$ cat config.mk
export PLATFORM = sky130hd
export DESIGN_NAME = ram_responder
export DESIGN_NICKNAME = d
export VERILOG_FILES = /design/src/rtl/ram_responder.sv
export SDC_FILE = /design/constraint.sdc
export NUM_CORES = 1
export LEC_CHECK = 0
export CORE_MARGIN = 8
export CORE_UTILIZATION = 45
export DETAILED_ROUTE_END_ITERATION = 12
export SLEW_MARGIN = 20
export SYNTH_ARGS = -nofsm -noshare
export SYNTH_HDL_FRONTEND = slang
export SYNTH_SLANG_ARGS = --single-unit
export TNS_END_PERCENT = 30
$ cat constraint.sdc
create_clock -name clk -period 8.4 [get_ports clk]
set_input_delay 0.84 -clock clk [delete_from_list [all_inputs] [get_ports clk]]
set_output_delay 0.84 -clock clk [all_outputs]
set_load 0.05 [all_outputs]
$ cat src/rtl/ram_responder.sv
// Memory-side responder: accepts one read/write request at a time over a
// valid/ready handshake, performs it on an internal word array, and returns
// the result over a valid/ready response channel after LATENCY cycles.
// Ports:
//   clk, rst_n            clock, synchronous active-low reset
//   req_valid/req_ready   request handshake (ready only while idle)
//   req_we/addr/wdata     request payload (wdata ignored for reads)
//   resp_valid/resp_ready response handshake
//   resp_we/resp_rdata    echo of the request type; read data or written word
module ram_responder #(
  parameter int unsigned DATA_W  = 32,
  parameter int unsigned ADDR_W  = 5,
  parameter int unsigned LATENCY = 3
) (
  input  logic              clk,
  input  logic              rst_n,
  input  logic              req_valid,
  output logic              req_ready,
  input  logic              req_we,
  input  logic [ADDR_W-1:0] req_addr,
  input  logic [DATA_W-1:0] req_wdata,
  output logic              resp_valid,
  input  logic              resp_ready,
  output logic              resp_we,
  output logic [DATA_W-1:0] resp_rdata
);

  localparam int unsigned DEPTH = 2 ** ADDR_W;
  localparam int unsigned CNT_W = $clog2(LATENCY + 1);

  localparam logic [1:0] IDLE = 2'd0;
  localparam logic [1:0] WAIT = 2'd1;
  localparam logic [1:0] RESP = 2'd2;

  logic [1:0]        state_q, state_d;
  logic [CNT_W-1:0]  cnt_q, cnt_d;
  logic              we_q, we_d;
  logic [ADDR_W-1:0] addr_q, addr_d;
  logic [DATA_W-1:0] wdata_q, wdata_d;
  logic              resp_valid_d;
  logic              resp_we_d;
  logic [DATA_W-1:0] resp_rdata_d;
  logic              commit_c;

  logic [DATA_W-1:0] mem [DEPTH];

  assign req_ready = (state_q == IDLE);
  assign commit_c  = (state_q == WAIT) && (cnt_q == '0);

  // Next-state and next-output logic
  always_comb begin
    state_d      = state_q;
    cnt_d        = cnt_q;
    we_d         = we_q;
    addr_d       = addr_q;
    wdata_d      = wdata_q;
    resp_valid_d = resp_valid;
    resp_we_d    = resp_we;
    resp_rdata_d = resp_rdata;
    case (state_q)
      IDLE: begin
        if (req_valid) begin
          we_d    = req_we;
          addr_d  = req_addr;
          wdata_d = req_wdata;
          cnt_d   = CNT_W'(LATENCY - 1);
          state_d = WAIT;
        end
      end
      WAIT: begin
        if (cnt_q != '0) begin
          cnt_d = cnt_q - CNT_W'(1);
        end else begin
          // Writes echo the committed word; reads see the array before this edge.
          resp_rdata_d = we_q ? wdata_q : mem[addr_q];
          resp_we_d    = we_q;
          resp_valid_d = 1'b1;
          state_d      = RESP;
        end
      end
      RESP: begin
        if (resp_ready) begin
          resp_valid_d = 1'b0;
          state_d      = IDLE;
        end
      end
      default: begin
        resp_valid_d = 1'b0;
        state_d      = IDLE;
      end
    endcase
  end

  // State and output registers
  always_ff @(posedge clk) begin
    if (!rst_n) begin
      state_q    <= IDLE;
      cnt_q      <= '0;
      we_q       <= 1'b0;
      addr_q     <= '0;
      wdata_q    <= '0;
      resp_valid <= 1'b0;
      resp_we    <= 1'b0;
      resp_rdata <= '0;
    end else begin
      state_q    <= state_d;
      cnt_q      <= cnt_d;
      we_q       <= we_d;
      addr_q     <= addr_d;
      wdata_q    <= wdata_d;
      resp_valid <= resp_valid_d;
      resp_we    <= resp_we_d;
      resp_rdata <= resp_rdata_d;
    end
  end

  // Array write; a reset at the commit edge drops the write
  always_ff @(posedge clk) begin
    if (rst_n && commit_c && we_q) begin
      mem[addr_q] <= wdata_q;
    end
  end

endmodule
==> out/qor.json <==
{
  "cts_buffer_count": 108,
  "area_fraction_of_the_dominant_cell_type_after_synthesis_pct": 72.8,
  "design.die.area_um2": 104000,
  "holdBufCountCts": 0,
  "cts_root_buf": "sky130_fd_sc_hd__clkbuf_16",
  "number_of_antenna_violations_at_the_first_check_in_global_routing": 3,
  "end_kind": "flip-flop",
  "final_min_period_over_clock_period_pct": 54.9,
  "detail_route.wirelength_mm": 118,
  "setup_viol_count_final": 0,
  "dpl_worst_slack_ps": 3210,
  "drive_above_1_share_pct": 16.0,
  "ctsLongestPathBuffers": 3,
  "finalWeightedCongestion": 0.822,
  "hold_class": "reg -> reg",
  "post_drt_wl_per_cell_um": 31.2,
  "postCtsSetupBuffers": 0,
  "clock_tree.htree_level_count": 3,
  "synth_seq_cells": 1100,
  "power_switching_share_pct": 22.4,
  "unrepaired_setup_endpoints_after_global_routing": "no",
  "cts_tree": "yes",
  "detail-route-antenna-nets": 0,
  "clkPwrFrac_pct": 40.8,
  "p_per_area_nw_per_um2": 243,
  "final-max-slew-violation-count": 0,
  "grt_start_max_net_pins": 93,
  "slew_headroom_pct": 22.7,
  "p_total_uw": 11800,
  "final_design_area_no_fill_um2": 48600,
  "postPlaceCellArea_um2": 44900,
  "detailed_place_hpwl_mm": 73.7,
  "drc": 0,
  "insertedDiodeCount": 0,
  "finalHoldViolations": 0,
  "synthMostInstantiatedCell": "sky130_fd_sc_hd__edfxtp_1",
  "leading_cell_types_by_total_area_after_synthesis": "sky130_fd_sc_hd__edfxtp_1 (73%), sky130_fd_sc_hd__mux2i_1 (7.3%), sky130_fd_sc_hd__mux4_2 (5.1%), sky130_fd_sc_hd__dfxtp_1 (3.6%), sky130_fd_sc_hd__o22ai_1 (1.8%)",
  "first_global_vias": 22557,
  "critPathRequiredTime_ps": 8720,
  "grt_pass1_wl_mm": 167,
  "die_height_um": 322,
  "internal_power_uw": 9150,
  "critPathMaxFanout": 20,
  "insertion_delay_ps": 660,
  "clkSlewWorstSetupHoldPaths_ps": 60,
  "core-area_um2": 93200,
  "leakage_uw": 0.0150,
  "grt.total_usage_pct": 22.3,
  "post_synthesis_cell_type_count": 51,
  "clock.fmax_ghz": 0.217,
  "cts_num_sinks": 1100,
  "crit_path_start_kind": "flip-flop",
  "critPathKind": "reg -> reg",
  "synth_enable_flop_cells": 1024,
  "timing.hold.worst_endpoint": "addr_q[2]",
  "postSynthNetCount": 2352,
  "gates_resized_cts_repair": 0,
  "post_synth_instance_area_um2": 42300,
  "std_cell_rows": 112,
  "finalWorstSetupSlack_ps": 3790,
  "hold_startpoint": "addr_q[2]",
  "vdd_drop_max_uv": 171,
  "synth.largest_area_cell": "sky130_fd_sc_hd__edfxtp_1",
  "post_drt_via_cell_ratio": 6.07,
  "r2r-end": "mem[1][1]",
  "min_delay_path_depth": 2,
  "synth.avg_cell_area_um2": 18.3,
  "1st_pass_router_iterations": 5,
  "finClkSkew_ps": 20.9,
  "async_reset_ff_share_pct": 0,
  "worstReg2RegStart": "we_q",
  "final.setup.tns_ps": 0,
  "drv.max_cap_violation_count": 0,
  "numPortBuffers": 76,
  "synthCells": 2309,
  "power_frac_seq_pct": 52.4,
  "worst-endpoint-arrival_ps": 4940,
  "reg2reg_slack_ps": 3790,
  "max_slew.worst_pin.slew_ps": 1150,
  "netlist_top_cells_count": "sky130_fd_sc_hd__edfxtp_1 (1024), sky130_fd_sc_hd__mux2i_1 (310), sky130_fd_sc_hd__o22ai_1 (119), sky130_fd_sc_hd__nand2_1 (109), sky130_fd_sc_hd__mux4_2 (96)",
  "outcome": "completed",
  "power.net_switching_uw": 2640,
  "io-pin-count": 77,
  "area_growth_pct": 15.0,
  "yosys_warnings": 0,
  "comb_power_share_pct": 6.8,
  "r2r_cells": 5,
  "die_w_um": 322,
  "via_count": 22902,
  "starting_utilization_of_the_core_area_pct": 45.3,
  "nNetsFinal": 2468,
  "globalRoute.totalOverflow": 0,
  "final_period_minus_worst_setup_slack_ps": 4610,
  "synth-main-ff-cell": "sky130_fd_sc_hd__edfxtp_1",
  "finalHoldWorstSlack_ps": 465,
  "initialDrtViolationCount": 2705,
  "seq_total_area_yosys_pct": 76.4
}
logic make-up (layout without fill, tap and decap cells):
logic type,after synthesis,in the layout,synth area share [%]
simple gates,325,325,3.80
flops,1100,1100,76.4
fa+ha+maj,1,1,0.0296
compound gates,315,315,5.26
buf+inv,148,355,1.71
mux,420,420,12.8
per-stage QoR:
| step | cells | util, % |
|---|---|---|
| after CTS | 3762 | 52.0 |
| final | 3770 | 52.2 |
| after global routing | 3770 | 52.2 |
| after floorplan | 2309 | - |
| after global placement | 3547 | 47.8 |
| after detailed placement | 3561 | 48.2 |
power by group through the flow:
stage	clock [µW]	sequential [µW]	combinational, µW
after floorplan	0	6300	417
after global placement	0	6290	786
after detailed placement	0	6290	797
after CTS	4890	6180	800
after global routing	5090	6180	838
final	4820	6180	799
how the worst max path moves through the flow:
| stage | slack (ps) | cells past startpoint | start | to |
|---|---|---|---|---|
| finish | 3790 | 5 | we_q | mem[1][1] |
| global route | 3540 | 5 | we_q | mem[2][1] |
| CTS | 3780 | 4 | we_q | mem[21][28] |
| detailed placement | 3210 | 5 | rst_n | mem[23][15] |
| global placement | 3380 | 5 | rst_n | mem[17][18] |
| floorplan | 4770 | 6 | rst_n | mem[19][0] |
critical path: stages, from the launching register on:
cell and delay (ps):
sky130_fd_sc_hd__dfxtp_1 450, sky130_fd_sc_hd__nand2_1 550, sky130_fd_sc_hd__nor2_1 1060, sky130_fd_sc_hd__nand3b_1 930, sky130_fd_sc_hd__nor2_4 870, sky130_fd_sc_hd__buf_4 410
layer usage:
layer	part of all wire, %	global-route usage, %	vias to the layer above
met4	2.2	5.59	0
met3	9.3	3.83	141
met1	42	32.8	12068
li1	-	-	9605
met5	0	0	-
met2	46	34.8	1088
registers in the layout, indices dropped and copies added, names as in the netlist:
name / count
mem: 1024
resp_rdata: 32
wdata_q: 32
addr_q: 5
cnt_q: 2
state_q: 2
resp_valid: 1
resp_we: 1
we_q: 1
placed cells by master (no fill, tap or decap), drive strengths merged, types with 8 or more instances in the layout:
cell type,instances
mux4,96
nor2b,13
nor2,84
o21ai,15
dfxtp,76
nor3,8
clkbuf,145
nor4,26
or3,22
clkdlybuf4s50,75
edfxtp,1024
clkinv,40
mux2,14
nand3,13
nand2,109
a32o,9
o211ai,35
buf,76
mux2i,310
bufinv,11
nand4,15
o22ai,119
a22oi,26
a31oi,20
a21boi,40
a211oi,22
area by class of cell:
class	instances	area [µm²]
inverters	3	11.3
multi-input cells	1061	9520
clock inverters	56	542
fillers	7402	44600
repair buffers	151	1670
well taps	1254	1570
flip-flops and latches	1100	32300
clock buffers	145	3000
No activity file was read; power rests on OpenSTA's default activity.
